<file path="src/rtl/regfile_write_arbiter_if.sv">
`default_nettype none
// ============================================================================
// Module      : regfile_write_arbiter_if
// Description : Writeback request ports, register-file write strobe and hazard
//               query signals of the register-file write arbiter.
// Revision    : 1.0 - initial release
// ============================================================================
interface regfile_write_arbiter_if #(
    parameter int XLEN  = 32,
    parameter int CNT_W = 16
);
    logic             wb0_valid;
    logic [4:0]       wb0_rd;
    logic [XLEN-1:0]  wb0_data;
    logic             wb0_ready;
    logic             wb1_valid;
    logic [4:0]       wb1_rd;
    logic [XLEN-1:0]  wb1_data;
    logic             wb1_ready;
    logic             wr_en;
    logic [4:0]       wr_rd;
    logic [XLEN-1:0]  wr_data;
    logic [4:0]       q_rs1;
    logic [4:0]       q_rs2;
    logic             hz_rs1;
    logic             hz_rs2;
    logic [CNT_W-1:0] contention_cnt;

    modport master (
        output wb0_valid, wb0_rd, wb0_data, wb1_valid, wb1_rd, wb1_data,
        output q_rs1, q_rs2,
        input  wb0_ready, wb1_ready, wr_en, wr_rd, wr_data,
        input  hz_rs1, hz_rs2, contention_cnt
    );

    modport slave (
        input  wb0_valid, wb0_rd, wb0_data, wb1_valid, wb1_rd, wb1_data,
        input  q_rs1, q_rs2,
        output wb0_ready, wb1_ready, wr_en, wr_rd, wr_data,
        output hz_rs1, hz_rs2, contention_cnt
    );
endinterface
`default_nettype wire

</file>
<file path="src/rtl/regfile_write_arbiter.sv">
`default_nettype none
// ============================================================================
// Module      : regfile_write_arbiter
// Description : Two one-entry writeback buffers sharing the register file's
//               single write port. Define REGFILE_ARB_RR_EN for round-robin
//               tie-break; otherwise port 1 (load) always wins ties.
// Revision    : 1.0 - initial release
// ============================================================================
module regfile_write_arbiter #(
    parameter int XLEN  = 32,
    parameter int CNT_W = 16
) (
    input  wire logic              clk,
    input  wire logic              rst,
    regfile_write_arbiter_if.slave bus
);
    localparam logic [4:0]       c_X0      = 5'd0;
    localparam logic [CNT_W-1:0] c_CNT_MAX = '1;

    logic             r_full0, r_full1;
    logic [4:0]       r_rd0, r_rd1;
    logic [XLEN-1:0]  r_data0, r_data1;
    logic             r_wr_en;
    logic [4:0]       r_wr_rd;
    logic [XLEN-1:0]  r_wr_data;
    logic [CNT_W-1:0] r_cnt;

    logic w_comp0, w_comp1, w_tie;
    logic w_grant0, w_grant1;
    logic w_drain0, w_drain1;
    logic w_ready0, w_ready1;
    logic w_load0, w_load1;

    // x0 writes never compete; they simply drain below
    assign w_comp0 = r_full0 && (r_rd0 != c_X0);
    assign w_comp1 = r_full1 && (r_rd1 != c_X0);
    assign w_tie   = w_comp0 && w_comp1;

`ifdef REGFILE_ARB_RR_EN
    logic r_rr_p1;  // set when port 1 owns the next tie

    assign w_grant1 = w_comp1 && (!w_comp0 || r_rr_p1);

    always_ff @(posedge clk or posedge rst) begin
        if (rst) begin
            r_rr_p1 <= 1'b0;
        end else if (w_tie) begin
            r_rr_p1 <= w_grant0;
        end
    end
`else
    assign w_grant1 = w_comp1;
`endif

    assign w_grant0 = w_comp0 && !w_grant1;
    assign w_drain0 = r_full0 && ((r_rd0 == c_X0) || w_grant0);
    assign w_drain1 = r_full1 && ((r_rd1 == c_X0) || w_grant1);
    assign w_ready0 = !r_full0 || w_drain0;
    assign w_ready1 = !r_full1 || w_drain1;
    assign w_load0  = bus.wb0_valid && w_ready0;
    assign w_load1  = bus.wb1_valid && w_ready1;

    always_ff @(posedge clk or posedge rst) begin
        if (rst) begin
            r_full0 <= 1'b0;
            r_rd0   <= '0;
            r_data0 <= '0;
            r_full1 <= 1'b0;
            r_rd1   <= '0;
            r_data1 <= '0;
        end else begin
            if (w_load0) begin
                r_full0 <= 1'b1;
                r_rd0   <= bus.wb0_rd;
                r_data0 <= bus.wb0_data;
            end else if (w_drain0) begin
                r_full0 <= 1'b0;
            end
            if (w_load1) begin
                r_full1 <= 1'b1;
                r_rd1   <= bus.wb1_rd;
                r_data1 <= bus.wb1_data;
            end else if (w_drain1) begin
                r_full1 <= 1'b0;
            end
        end
    end

    // Address and data hold between strobes; only wr_en is pulsed
    always_ff @(posedge clk or posedge rst) begin
        if (rst) begin
            r_wr_en   <= 1'b0;
            r_wr_rd   <= '0;
            r_wr_data <= '0;
            r_cnt     <= '0;
        end else begin
            r_wr_en <= w_grant0 || w_grant1;
            if (w_grant1) begin
                r_wr_rd   <= r_rd1;
                r_wr_data <= r_data1;
            end else if (w_grant0) begin
                r_wr_rd   <= r_rd0;
                r_wr_data <= r_data0;
            end
            if (w_tie && (r_cnt != c_CNT_MAX)) begin
                r_cnt <= r_cnt + 1'b1;
            end
        end
    end

    assign bus.wb0_ready      = w_ready0;
    assign bus.wb1_ready      = w_ready1;
    assign bus.wr_en          = r_wr_en;
    assign bus.wr_rd          = r_wr_rd;
    assign bus.wr_data        = r_wr_data;
    assign bus.contention_cnt = r_cnt;

    assign bus.hz_rs1 = (bus.q_rs1 != c_X0) &&
                        ((r_full0 && (r_rd0 == bus.q_rs1)) ||
                         (r_full1 && (r_rd1 == bus.q_rs1)) ||
                         (r_wr_en && (r_wr_rd == bus.q_rs1)));
    assign bus.hz_rs2 = (bus.q_rs2 != c_X0) &&
                        ((r_full0 && (r_rd0 == bus.q_rs2)) ||
                         (r_full1 && (r_rd1 == bus.q_rs2)) ||
                         (r_wr_en && (r_wr_rd == bus.q_rs2)));
endmodule
`default_nettype wire

</file>
<file path="src/flat_wrapper.sv">
// flat-port wrapper written by rule: the top's interface ports become plain ports
module regfile_write_arbiter_flat 
#(
    parameter int XLEN  = 32,
    parameter int CNT_W = 16
)
  (clk, rst, bus_wb0_valid, bus_wb0_rd, bus_wb0_data, bus_wb1_valid, bus_wb1_rd, bus_wb1_data, bus_q_rs1, bus_q_rs2, bus_wb0_ready, bus_wb1_ready, bus_wr_en, bus_wr_rd, bus_wr_data, bus_hz_rs1, bus_hz_rs2, bus_contention_cnt);
  regfile_write_arbiter_if #(.XLEN(XLEN), .CNT_W(CNT_W)) bus_i ();
  input  wire logic clk;
  input  wire logic rst;
  input wire logic [$bits(bus_i.wb0_valid)-1:0] bus_wb0_valid;
  input wire logic [$bits(bus_i.wb0_rd)-1:0] bus_wb0_rd;
  input wire logic [$bits(bus_i.wb0_data)-1:0] bus_wb0_data;
  input wire logic [$bits(bus_i.wb1_valid)-1:0] bus_wb1_valid;
  input wire logic [$bits(bus_i.wb1_rd)-1:0] bus_wb1_rd;
  input wire logic [$bits(bus_i.wb1_data)-1:0] bus_wb1_data;
  input wire logic [$bits(bus_i.q_rs1)-1:0] bus_q_rs1;
  input wire logic [$bits(bus_i.q_rs2)-1:0] bus_q_rs2;
  output wire logic [$bits(bus_i.wb0_ready)-1:0] bus_wb0_ready;
  output wire logic [$bits(bus_i.wb1_ready)-1:0] bus_wb1_ready;
  output wire logic [$bits(bus_i.wr_en)-1:0] bus_wr_en;
  output wire logic [$bits(bus_i.wr_rd)-1:0] bus_wr_rd;
  output wire logic [$bits(bus_i.wr_data)-1:0] bus_wr_data;
  output wire logic [$bits(bus_i.hz_rs1)-1:0] bus_hz_rs1;
  output wire logic [$bits(bus_i.hz_rs2)-1:0] bus_hz_rs2;
  output wire logic [$bits(bus_i.contention_cnt)-1:0] bus_contention_cnt;
  assign bus_i.wb0_valid = bus_wb0_valid;
  assign bus_i.wb0_rd = bus_wb0_rd;
  assign bus_i.wb0_data = bus_wb0_data;
  assign bus_i.wb1_valid = bus_wb1_valid;
  assign bus_i.wb1_rd = bus_wb1_rd;
  assign bus_i.wb1_data = bus_wb1_data;
  assign bus_i.q_rs1 = bus_q_rs1;
  assign bus_i.q_rs2 = bus_q_rs2;
  assign bus_wb0_ready = bus_i.wb0_ready;
  assign bus_wb1_ready = bus_i.wb1_ready;
  assign bus_wr_en = bus_i.wr_en;
  assign bus_wr_rd = bus_i.wr_rd;
  assign bus_wr_data = bus_i.wr_data;
  assign bus_hz_rs1 = bus_i.hz_rs1;
  assign bus_hz_rs2 = bus_i.hz_rs2;
  assign bus_contention_cnt = bus_i.contention_cnt;
  regfile_write_arbiter #(.XLEN(XLEN), .CNT_W(CNT_W)) u_core (.clk(clk), .rst(rst), .bus(bus_i));
endmodule
</file>
<file path="config.mk">
export PLATFORM = sky130hd
export DESIGN_NAME = regfile_write_arbiter_flat
export DESIGN_NICKNAME = d
export VERILOG_FILES = /design/src/rtl/regfile_write_arbiter_if.sv /design/src/rtl/regfile_write_arbiter.sv /design/src/flat_wrapper.sv
export SDC_FILE = /design/constraint.sdc
export NUM_CORES = 1
export LEC_CHECK = 0
export CORE_MARGIN = 1.5
export CORE_UTILIZATION = 51
export CTS_BUF_LIST = sky130_fd_sc_hd__clkbuf_4 sky130_fd_sc_hd__clkbuf_8
export CTS_CLUSTER_SIZE = 30
export DETAILED_ROUTE_END_ITERATION = 10
export PLACE_DENSITY = 0.87
export SETUP_SLACK_MARGIN = 0.5
export SLEW_MARGIN = 40
export SYNTH_ARGS = -nofsm -noshare
export SYNTH_HDL_FRONTEND = slang
export SYNTH_SLANG_ARGS = --single-unit
export TNS_END_PERCENT = 30
</file>
<file path="constraint.sdc">
create_clock -name clk -period 12.96 [get_ports clk]
set_clock_uncertainty 0.2 [all_clocks]
set_input_delay 2.592 -clock clk [delete_from_list [all_inputs] [get_ports clk]]
set_output_delay 2.592 -clock clk [all_outputs]
set_load 0.02 [all_outputs]
</file>
## Word-level counts from Yosys, hierarchy flattened

Cells that the tools add are included.

- Register bits after elaboration: 130
- Word-level logic and storage cells: 64

- Add/sub/neg operators: 1
- Eq/ne operators: 7
- Muxes and demuxes: 8
- Reductions and logical operators: 38

Operators with widths:

| cell | count |
|---|---|
| 32-bit 2-to-1 mux | 2 |
| 5-bit == test | 6 |
| 5-bit nonzero test | 4 |
| 1-bit logical AND | 17 |
| 16-bit by 1-bit adder with 16-bit output, second input constant | 1 |
| 16-bit != test, second input constant | 1 |
| 5-bit logical NOT | 2 |
| 5-bit 2-to-1 mux | 2 |
| 1-bit logical OR | 9 |
| 2-bit nonzero test | 3 |
| 1-bit 2-to-1 mux | 4 |
| 1-bit logical NOT | 3 |

## Longest topological paths before layout

Gate-level depths: netlist of the first run.

- Word-level depth: 9
- Gate-level depth with buffers: 7
- Gate-level depth less buffers: 6

## Worst setup path after synthesis of the first run

OpenSTA, ideal clock, no wires.

- Kind: in2out
- From: input port bus_q_rs2[3]
- To: output port bus_hz_rs2
- Arrival: 3.540 ns
- Slack: 6.628 ns
- Stages: 5
- Cell sequence: xor2_1 nor4_1 and3_1 a31oi_1 a21oi_1

- Longest elaborated chain between the ends: 5
- Elaborated cells between the ends (all ways): 10
- Those cells by class: eq/ne (3); reduce/logical (7)

RTL lines:

| element | RTL line | source |
|---|---|---|
| start, declared | flat_wrapper.sv:18 | `input wire logic [$bits(bus_i.q_rs2)-1:0] bus_q_rs2;` |
| 5-bit == test (on tied branches) | regfile_write_arbiter.sv:123, regfile_write_arbiter.sv:124 |  |
| 1-bit logical AND (on tied branches) | regfile_write_arbiter.sv:123, regfile_write_arbiter.sv:124 |  |
| 1-bit logical OR | regfile_write_arbiter.sv:123 | `((r_full0 && (r_rd0 == bus.q_rs2)) \|\|` |
| 1-bit logical OR | regfile_write_arbiter.sv:124 | `(r_full1 && (r_rd1 == bus.q_rs2)) \|\|` |
| 1-bit logical AND * | regfile_write_arbiter.sv:122 | `assign bus.hz_rs2 = (bus.q_rs2 != c_X0) &&` |
| end, declared | flat_wrapper.sv:25 | `output wire logic [$bits(bus_i.hz_rs2)-1:0] bus_hz_rs2;` |

Every way passes the cells marked *; elsewhere a longest branch is shown, timed or not.

## Final worst setup path of the first run

- From: input port bus_q_rs1[1]
- To: output port bus_hz_rs1

- Longest elaborated chain between the ends: 5
- Elaborated cells between the ends (all ways): 10
- Those cells by class: eq/ne (3); reduce/logical (7)

RTL lines:

| element | RTL line | source |
|---|---|---|
| start, declared | flat_wrapper.sv:17 | `input wire logic [$bits(bus_i.q_rs1)-1:0] bus_q_rs1;` |
| 5-bit == test (on tied branches) | regfile_write_arbiter.sv:119, regfile_write_arbiter.sv:120 |  |
| 1-bit logical AND (on tied branches) | regfile_write_arbiter.sv:119, regfile_write_arbiter.sv:120 |  |
| 1-bit logical OR | regfile_write_arbiter.sv:119 | `((r_full0 && (r_rd0 == bus.q_rs1)) \|\|` |
| 1-bit logical OR | regfile_write_arbiter.sv:120 | `(r_full1 && (r_rd1 == bus.q_rs1)) \|\|` |
| 1-bit logical AND * | regfile_write_arbiter.sv:118 | `assign bus.hz_rs1 = (bus.q_rs1 != c_X0) &&` |
| end, declared | flat_wrapper.sv:24 | `output wire logic [$bits(bus_i.hz_rs1)-1:0] bus_hz_rs1;` |

Marks and branches as above.

==> results of run 1 <==
-- registers in the layout, indices dropped and copies added (netlist names) --
signal,cells
u_core.bus.contention_cnt,16
u_core.r_full1,1
u_core.bus.wr_rd,5
u_core.r_rd0,5
u_core.r_data1,32
u_core.r_data0,32
u_core.bus.wr_data,32
u_core.bus.wr_en,1
u_core.r_rd1,5
u_core.r_full0,1
-- power groups by stage --
stage,Combinational [mW],Clock [mW],Sequential (mW)
after floorplan,0.127,0,0.550
after global placement,0.269,0,0.525
after detailed placement,0.280,0,0.529
after CTS,0.282,0.331,0.523
after global routing,0.300,0.350,0.532
final,0.279,0.325,0.524
-- path summary, 6_finish.rpt --
check / slack (ps) / endpoint
setup / recovery: 5580 / bus_hz_rs1
hold / removal: 270 / u_core.bus.wr_data[16]
setup reg to reg: 9930 / u_core.r_data0[12]
hold reg to reg: 270 / u_core.bus.wr_data[16]
max in group asynchronous: 8970 / u_core.bus.wr_data[26]
min in group asynchronous: 2450 / u_core.bus.contention_cnt[6]
-- logic make-up after synthesis --
kind of cell               synth area share, %
adders and majority gates                0.215
DFF                                       56.0
and+or+nand+nor                           8.01
other                                   0.0646
xor gates and xnor gates                  6.33
muxes                                     22.4
buffers and inverters                     2.46
AOI/OAI and AO/OA                         4.57
-- critical path, cell delays in order --
cell and delay (ps):
clkdlybuf4s50_1 520, xor2_1 200, nor4_1 250, and3_1 200
a31oi_1 50, a21oi_1 160, clkdlybuf4s50_1 610
-- area by class of cell --
cell class | instances | area share (%)
clock buffer | 22 | 3.84
clock inverter | 10 | 1.07
inverter | 5 | 0.324
multi-input combinational | 298 | 31.5
sequential | 130 | 42.2
tap | 140 | 2.27
timing repair buffer | 146 | 18.8
-- metrics by stage --
stage / setup slack [ps] / cells / total power [mW] / utilization [%]
CTS: 5600 / 751 / 1.14 / 70.2
global placement: 5670 / 719 / 0.794 / 66.7
floorplan: 6630 / 454 / 0.677 / -
finish: 5580 / 751 / 1.13 / 70.2
global route: 5420 / 751 / 1.18 / 70.2
detailed placement: 5610 / 719 / 0.809 / 66.8
-- layer usage --
layer | track usage [%] | vias to the layer above | share of wire (%)
met2 | 41.1 | 137 | 51
li1 | - | 1872 | -
met5 | 0 | - | 0
met1 | 28.1 | 2086 | 39
met3 | 10.8 | 29 | 8.4
met4 | 9.37 | 0 | 1.9
-- synth_stat cells (all sizes together) --
cell and number:
a21oi 3, a31oi 6, a41oi 2, and3 3
and4 1, buf 9, clkbuf 12, clkinv 1
conb 1, dfrtp 130, ha 1, inv 4
mux2 76, mux2i 33, nand2 48, nand2b 1
nand3 7, nand4 5, nor2 13, nor2b 1
nor3 2, nor4 9, nor4b 1, o21a 1
o21ai 36, or2 1, or3b 1, or4 4
xnor2 15, xor2 27
==> key figures, run 1 <==
Worst hold path
  • Min-delay src: u_core.r_data1[16]
  • Hold Path Class: register to register
  • Hold Path Cell Cnt: 2

Logic synthesis
  • Synth area leader: dfrtp_1
  • Sequential share of the synthesized area: 56.0%
  • Cell Area, Synth: 5810 µm²
  • Gate Count Post-Synth: 454
  • Synthesized area per cell: 12.8 µm²
  • Synth unique cells: 36
  • Register bit count reported by yosys: 130
  • Syn Nets: 543
  • Top cell type's share of synthesized area: 56.0%
  • Yosys warning count: 0
  • Largest cells by area after synthesis: dfrtp_1 56%, mux2_2 8.9%, mux2_4 7.8%

Setup path
  • Worst setup EP type: primary output
  • R2R depth: 6
  • Startpoint Class: input pin
  • Worst r2r src: u_core.r_rd1[1]
  • Worst EP required: 10,170 ps
  • Crit path DAT: 4590 ps
  • CP Class: input pin to primary output
  • Critical path startpoint: bus_q_rs1[1]
  • Critical Path Fanout Max: 4

Place
  • GP Congestion: 0.853
  • I/O Buffers: 144
  • Hpwl dp: 9450 µm
  • Post-DP Area: 7340 µm²

GRT
  • Total GRT Usage: 24.7%
  • Vias in the first global route: 4,427
  • Gr ovfl total: 0
  • First-pass GRT wire length: 22,100 µm
  • Largest net degree at the start of global routing: 75
  • Initial antenna violation count: 0

STA
  • Hold_ws: 275 ps
  • Slew headroom: 49.2%
  • RSZ-0062 raised after global routing: no
  • Max Slew Vio Count: 0
  • Max Clock Freq: 0.135 GHz
  • Final Hold Viols: 0
  • Tightest Pin Transition: 751 ps
  • Post-route minimum period: 7380 ps
  • Period Utilization, post-route: 57.0%
  • Final setup violation count: 0
  • TNS Setup: 0 ps

Route
  • Final WL: 13,900 µm
  • First DRT Iteration DRCs: 196
  • Drt pass-1 iters: 5
  • Routed length per instance: 18.6 µm
  • Vias per std cell: 5.49
  • DR vias: 4,124
  • DRC Markers: 0
  • Post-route ant nets: 0

Power and ir drop
  • Internal: 0.790 mW
  • Clock group share of total power: 28.8%
  • Sw Ratio: 30.0%
  • Reg power frac: 46.5%
  • Net Switching: 0.338 mW
  • Leak: 3.32 nW
  • VDD IR-drop max: 0.0811 mV
  • PD cells: 146 nW/µm²
  • Comb power frac: 24.7%

Clock tree
  • Clock Path Buffers: 2
  • Clock tree from TritonCTS: yes
  • Number of hold buffers added after CTS: 0
  • Cts bufs inserted: 17
  • Later-pin clock latency in the skew report: 430 ps
  • Clock root buffer: clkbuf_8
  • CTS clk-pin slew, worst paths: 80 ps
  • Post-cts resize count: 0
  • Clock sink count: 130
  • # Post-CTS Setup Buffers: 0
  • CTS H-tree lvls: 4

Layout
  • Fin area: 7710 µm²
  • Nets: 687
  • Area Overhead vs Synth: 32.8%
  • Multi-input gate area: 2430 µm²
  • Commonest non-fill, non-tap cells in the layout: 143 x clkdlybuf4s50_1, 130 x dfrtp_1, 47 x nand2_1, 46 x mux2_2, 34 x o21ai_0
  • ANT cells: 0
  • Share of cells above drive strength 1: 19.6%
  • # fillers: 783
  • Storage element area: 3250 µm²
  • Commonest non-fill, non-tap cell in the layout: clkdlybuf4s50_1

Die
  • Boundary Pins: 146
  • Die H: 110 µm
  • DIE AREA: 12,000 µm²
  • FP Rows: 38
  • Die X: 110 µm
  • Core Area: 11,000 µm²
  • Initial core utilization: 52.9%

Run status
  • Status: finished, final reports clean

Run
  • Max Cap Viol: 0
(Power assumes the default switching activity.)
==> run 2, diff against run 1 <==
--- a/config.mk
+++ b/config.mk
@@ -6,11 +6,11 @@
 export NUM_CORES = 1
 export LEC_CHECK = 0
 export CORE_MARGIN = 1.5
-export CORE_UTILIZATION = 51
+export CORE_UTILIZATION = 46
 export CTS_BUF_LIST = sky130_fd_sc_hd__clkbuf_4 sky130_fd_sc_hd__clkbuf_8
 export CTS_CLUSTER_SIZE = 30
 export DETAILED_ROUTE_END_ITERATION = 10
-export PLACE_DENSITY = 0.87
+export PLACE_DENSITY = 0.83
 export SETUP_SLACK_MARGIN = 0.5
 export SLEW_MARGIN = 40
 export SYNTH_ARGS = -nofsm -noshare
==> constraint.sdc (replaced) <==
create_clock -name clk -period 6.1 [get_ports clk]
set_clock_uncertainty 0.2 [all_clocks]
set_input_delay 1.22 -clock clk [delete_from_list [all_inputs] [get_ports clk]]
set_output_delay 1.22 -clock clk [all_outputs]
set_load 0.02 [all_outputs]
==> key figures, run 2 (synthesized netlist as in run 1, its figures left out) <==
Run status
  • Status: finished, final reports clean

Layout
  • Share of cells above drive strength 1: 19.6%
  • Commonest non-fill, non-tap cells in the layout: 143 x clkdlybuf4s50_1, 130 x dfrtp_1, 47 x nand2_1, 46 x mux2_2, 34 x o21ai_0
  • Commonest non-fill, non-tap cell in the layout: clkdlybuf4s50_1
  • Nets: 688
  • ANT cells: 0
  • Final core area utilization: 64.1%
  • # fillers: 934
  • Area Overhead vs Synth: 34.1%

Clock tree
  • Clock root buffer: clkbuf_8
  • # Post-CTS Setup Buffers: 0
  • CTS clk-pin slew, worst paths: 70 ps
  • Clock sink count: 130
  • CTS H-tree lvls: 4
  • Number of hold buffers added after CTS: 0
  • Clock tree from TritonCTS: yes
  • Later-pin clock latency in the skew report: 430 ps
  • Cts bufs inserted: 17
  • Clock Path Buffers: 2
  • Post-cts resize count: 0

Route
  • Vias per std cell: 5.21
  • Drt pass-1 iters: 5
  • Final WL: 13,600 µm
  • Post-route ant nets: 0
  • DR vias: 4,057
  • First DRT Iteration DRCs: 208
  • DRC Markers: 0
  • Routed length per instance: 17.4 µm

Die
  • Core Area: 12,200 µm²
  • Initial core utilization: 47.8%
  • DIE AREA: 13,300 µm²
  • Die X: 115 µm
  • Boundary Pins: 146
  • Die H: 115 µm
  • FP Rows: 40

STA
  • TNS Setup: 0 ps
  • Final worst slack: 1430 ps
  • Tightest Pin Transition: 854 ps
  • Final Hold Viols: 0
  • Max Clock Freq: 0.214 GHz
  • Post-route minimum period: 4670 ps
  • Slew headroom: 42.5%
  • Max Slew Vio Count: 0
  • Period Utilization, post-route: 76.5%
  • RSZ-0062 raised after global routing: no
  • Hold_ws: 287 ps
  • Final setup violation count: 0

Place
  • I/O Buffers: 144
  • GP Congestion: 0.877
  • Place WS: 1460 ps
  • Hpwl dp: 9270 µm

Setup path
  • Startpoint Class: input pin
  • WP depth: 7
  • Crit path DAT: 3250 ps
  • CP Class: input pin to primary output
  • Worst EP required: 4680 ps
  • Critical Path Fanout Max: 4
  • CP dominant cell by count: clkdlybuf4s50_1
  • Slowest stage cell on the critical path: clkdlybuf4s50_1
  • Critical path buffers and inverters: 2
  • Capture point of the worst reg-to-reg path: u_core.r_data0[7]
  • Worst setup EP type: primary output
  • R2R depth: 7
  • Slowest stage delay, CP: 620 ps
  • Worst r2r src: u_core.r_rd0[2]
  • CP endpoint: bus_hz_rs2
  • Crit-path cells: clkdlybuf4s50_1 > xor2_1 > nor4_1 > and3_1 > a31oi_1 > a21oi_1 > clkdlybuf4s50_1
  • Critical path startpoint: bus_q_rs2[2]
  • Flop-to-flop setup slack: 2750 ps
  • CP delay by family, top: buffers and inverters

Power and ir drop
  • VDD IR-drop max: 0.164 mV
  • Sw Ratio: 28.2%
  • Comb power frac: 24.0%
  • Leak: 3.35 nW
  • Reg power frac: 45.4%
  • Net Switching: 0.690 mW
  • Clock group share of total power: 30.6%
  • PD cells: 314 nW/µm²
  • Total power: 2.45 mW
  • Internal: 1.76 mW

GRT
  • Vias in the first global route: 4,328
  • Initial antenna violation count: 0
  • Largest net degree at the start of global routing: 66
  • Total GRT Usage: 21.4%
  • Gr ovfl total: 0
  • First-pass GRT wire length: 21,600 µm

Run
  • Max Cap Viol: 0

Worst hold path
  • Hold Path Class: register to register
## run 2: cell types whose count changed in the layout (fill, tap and decap cells not counted)
cell | before | now
buf_4 | 3 | 4
bufinv_16 | 1 | 2
clkbuf_4 | 1 | 4
clkbuf_8 | 21 | 23
clkinv_2 | 7 | 3
clkinvlp_4 | 3 | 0
inv_4 | 0 | 1
inv_6 | 1 | 0
## run 2: stage by stage
step | instance area, µm² | instances
after global routing | 7790 | 779
after CTS | 7790 | 779
after global placement | 7370 | 748
after floorplan | 5810 | 454
final | 7790 | 779
after detailed placement | 7380 | 748
## run 2: final cells by class
cell class,instances,area [µm²],area share (%)
inverters,5,22.5,0.289
clock buffers,27,347,4.45
well taps,168,210,2.70
clock inverters,4,70.1,0.899
multi-input cells,298,2430,31.2
flip-flops and latches,130,3250,41.7
repair buffers,147,1460,18.8
## run 2: power groups by stage
stage	combinational, mW	sequential (mW)	clock [mW]
2_1_floorplan	0.271	1.17	0
6_report	0.586	1.11	0.750
4_1_cts	0.593	1.11	0.767
5_1_grt	0.629	1.13	0.806
3_3_place_gp	0.571	1.12	0
3_5_place_dp	0.590	1.12	0
## run 2: worst register-to-register path, stage by stage, from the launching register on
cell and delay [ps]:
dfrtp_1 470, or4_1 600, o21ai_4 140, buf_4 560
nor2_2 240, clkinv_2 140, nand2_4 400, mux2_4 480
## run 2: layer usage
layer | vias up | GRT usage, % | wire [µm]
met4 | 0 | 10.4 | 322
li1 | 1879 | - | -
met5 | - | 0 | 0
met2 | 114 | 36.4 | 6930
met1 | 2035 | 24.9 | 5650
met3 | 29 | 6.01 | 649
## run 2: how the worst min path moves through the flow
stage,start,end,slack [ps],depth (start not counted)
after CTS,u_core.r_data1[17],u_core.bus.wr_data[17],290,2
after global placement,u_core.r_data1[8],u_core.bus.wr_data[8],260,2
after global routing,u_core.r_data1[23],u_core.bus.wr_data[23],310,2
after detailed placement,u_core.r_data1[28],u_core.bus.wr_data[28],270,2
final,u_core.r_data1[16],u_core.bus.wr_data[16],290,2
after floorplan,u_core.r_data1[0],u_core.bus.wr_data[0],250,2
==> run 3, diff against run 2 <==
--- a/config.mk
+++ b/config.mk
@@ -6,11 +6,11 @@
 export NUM_CORES = 1
 export LEC_CHECK = 0
 export CORE_MARGIN = 1.5
-export CORE_UTILIZATION = 46
+export CORE_UTILIZATION = 51
 export CTS_BUF_LIST = sky130_fd_sc_hd__clkbuf_4 sky130_fd_sc_hd__clkbuf_8
 export CTS_CLUSTER_SIZE = 30
 export DETAILED_ROUTE_END_ITERATION = 10
-export PLACE_DENSITY = 0.83
+export PLACE_DENSITY = 0.87
 export SETUP_SLACK_MARGIN = 0.5
 export SLEW_MARGIN = 40
 export SYNTH_ARGS = -nofsm -noshare
==> constraint.sdc (replaced) <==
create_clock -name clk -period 4.6 [get_ports clk]
set_clock_uncertainty 0.2 [all_clocks]
set_input_delay 0.92 -clock clk [delete_from_list [all_inputs] [get_ports clk]]
set_output_delay 0.92 -clock clk [all_outputs]
set_load 0.02 [all_outputs]
==> key figures, run 3 (synthesized netlist as in run 1, its figures left out) <==
Clock tree
  • Clock Path Buffers: 2
  • Later-pin clock latency in the skew report: 430 ps
  • Cts bufs inserted: 17
  • Clock root buffer: clkbuf_8
  • Clock sink count: 130
  • Clock tree from TritonCTS: yes
  • CTS clk-pin slew, worst paths: 70 ps
  • CTS H-tree lvls: 4
  • Number of hold buffers added after CTS: 0

Place
  • GP Congestion: 0.835
  • Placed cells: 720
  • I/O Buffers: 144
  • Hpwl dp: 9150 µm

Worst hold path
  • Hold Path Class: register to register

STA
  • Period Utilization, post-route: 89.0%
  • Max Slew Vio Count: 0
  • Final Hold Viols: 0
  • Max Clock Freq: 0.244 GHz
  • TNS Setup: 0 ps
  • RSZ-0062 raised after global routing: yes
  • Final setup violation count: 0
  • Hold_ws: 280 ps
  • Tightest Pin Transition: 765 ps
  • Slew headroom: 48.6%
  • Post-route minimum period: 4100 ps

Route
  • DRC Markers: 0
  • Vias per std cell: 5.42
  • Routed length per instance: 18.0 µm
  • Drt pass-1 iters: 4
  • Final WL: 13,600 µm
  • First DRT Iteration DRCs: 197
  • DR vias: 4,073
  • Post-route ant nets: 0

GRT
  • First-pass GRT wire length: 21,600 µm
  • Met3 usage: 9.54%
  • M1 GR Usage: 27.7%
  • Largest net degree at the start of global routing: 95
  • Met2 Resource Use GR: 40.2%
  • Total GRT Usage: 23.8%
  • GRT busiest layer: met2
  • Gr ovfl total: 0
  • Vias in the first global route: 4,353
  • Initial antenna violation count: 0

Layout
  • Final core area utilization: 70.9%
  • Share of cells above drive strength 1: 19.9%
  • Storage element area: 3250 µm²
  • # fillers: 753
  • Nets: 689
  • Area Overhead vs Synth: 34.1%
  • ANT cells: 0
  • Post-route non-filler standard cell count: 752
  • Commonest non-fill, non-tap cells in the layout: 142 x clkdlybuf4s50_1, 130 x dfrtp_1, 47 x nand2_1, 46 x mux2_2, 34 x o21ai_0
  • Commonest non-fill, non-tap cell in the layout: clkdlybuf4s50_1
  • Multi-input gate area: 2430 µm²

Setup path
  • CP Class: input pin to primary output
  • Critical path startpoint: bus_q_rs1[1]
  • Slowest stage delay, CP: 610 ps
  • Slowest stage cell on the critical path: clkdlybuf4s50_1
  • CP endpoint: bus_hz_rs1
  • Startpoint Class: input pin
  • Capture point of the worst reg-to-reg path: u_core.r_data0[10]
  • Crit-path cells: clkdlybuf4s50_1 > xor2_1 > nor4_1 > and3_1 > a31oi_1 > a21oi_1 > clkdlybuf4s50_1
  • Worst setup EP type: primary output
  • Critical Path Fanout Max: 4
  • Flop-to-flop setup slack: 1820 ps
  • Worst EP required: 3480 ps
  • CP dominant cell by count: clkdlybuf4s50_1
  • Crit path DAT: 2980 ps
  • R2R depth: 7
  • Worst r2r src: u_core.r_rd1[1]

Die
  • Boundary Pins: 146
  • Core Area: 11,000 µm²
  • DIE AREA: 12,000 µm²
  • Die X: 110 µm
  • Die H: 110 µm
  • FP Rows: 38
  • Initial core utilization: 52.9%

Power and ir drop
  • VDD IR-drop max: 0.258 mV
  • PD cells: 416 nW/µm²
  • Total power: 3.24 mW
  • Leak: 3.35 nW

Run
  • Max Cap Viol: 0

Run status
  • Status: finished, final reports clean
## run 3: layout make-up
cell class / count / area share, %
well taps: 140 / 2.25
repair buffers: 148 / 19.3
clock inverters: 14 / 2.14
inverters: 5 / 0.305
clock buffers: 17 / 3.00
multi-input cells: 298 / 31.3
flip-flops and latches: 130 / 41.8
## run 3: critical path: cells and delay by family
family,cells,cell delay [ps]
simple gates,2,530
buf+inv,2,1130
xor+xnor,1,190
compound gates,2,190
## run 3: power breakdown
part / internal [mW] / leakage, nW / switching [mW]
combinational: 0.431 / 1.60 / 0.359
sequential: 1.31 / 1.55 / 0.159
clock: 0.530 / 0.193 / 0.446
total: 2.28 / 3.35 / 0.964
## run 3: through the flow
step,worst slack (ps),instance area [µm²]
final,505,7790
after global routing,432,7790
after CTS,515,7750
after detailed placement,523,7350
after global placement,648,7350
after floorplan,1610,5810
## run 3: worst min path at each step
stage / slack (ps) / start / cells past startpoint / end
CTS: 280 / u_core.r_data1[20] / 2 / u_core.bus.wr_data[20]
global placement: 260 / u_core.r_data1[29] / 2 / u_core.bus.wr_data[29]
finish: 280 / u_core.r_data1[19] / 2 / u_core.bus.wr_data[19]
global route: 310 / u_core.r_data1[19] / 2 / u_core.bus.wr_data[19]
detailed placement: 260 / u_core.r_data1[16] / 2 / u_core.bus.wr_data[16]
floorplan: 250 / u_core.r_data1[0] / 2 / u_core.bus.wr_data[0]
## run 3: timing repair
item / 4_1_cts / 5_1_grt
setup endpoints to repair: 0 / 2
gates resized for setup: 0 / 1
setup buffers: 0 / 0
## run 3: routing by layer
| layer | share of wire, % | up-vias |
|---|---|---|
| li1 | - | 1878 |
| met1 | 41 | 2044 |
| met2 | 50 | 130 |
| met3 | 8.3 | 21 |
| met4 | 1.3 | 0 |
| met5 | 0 | - |
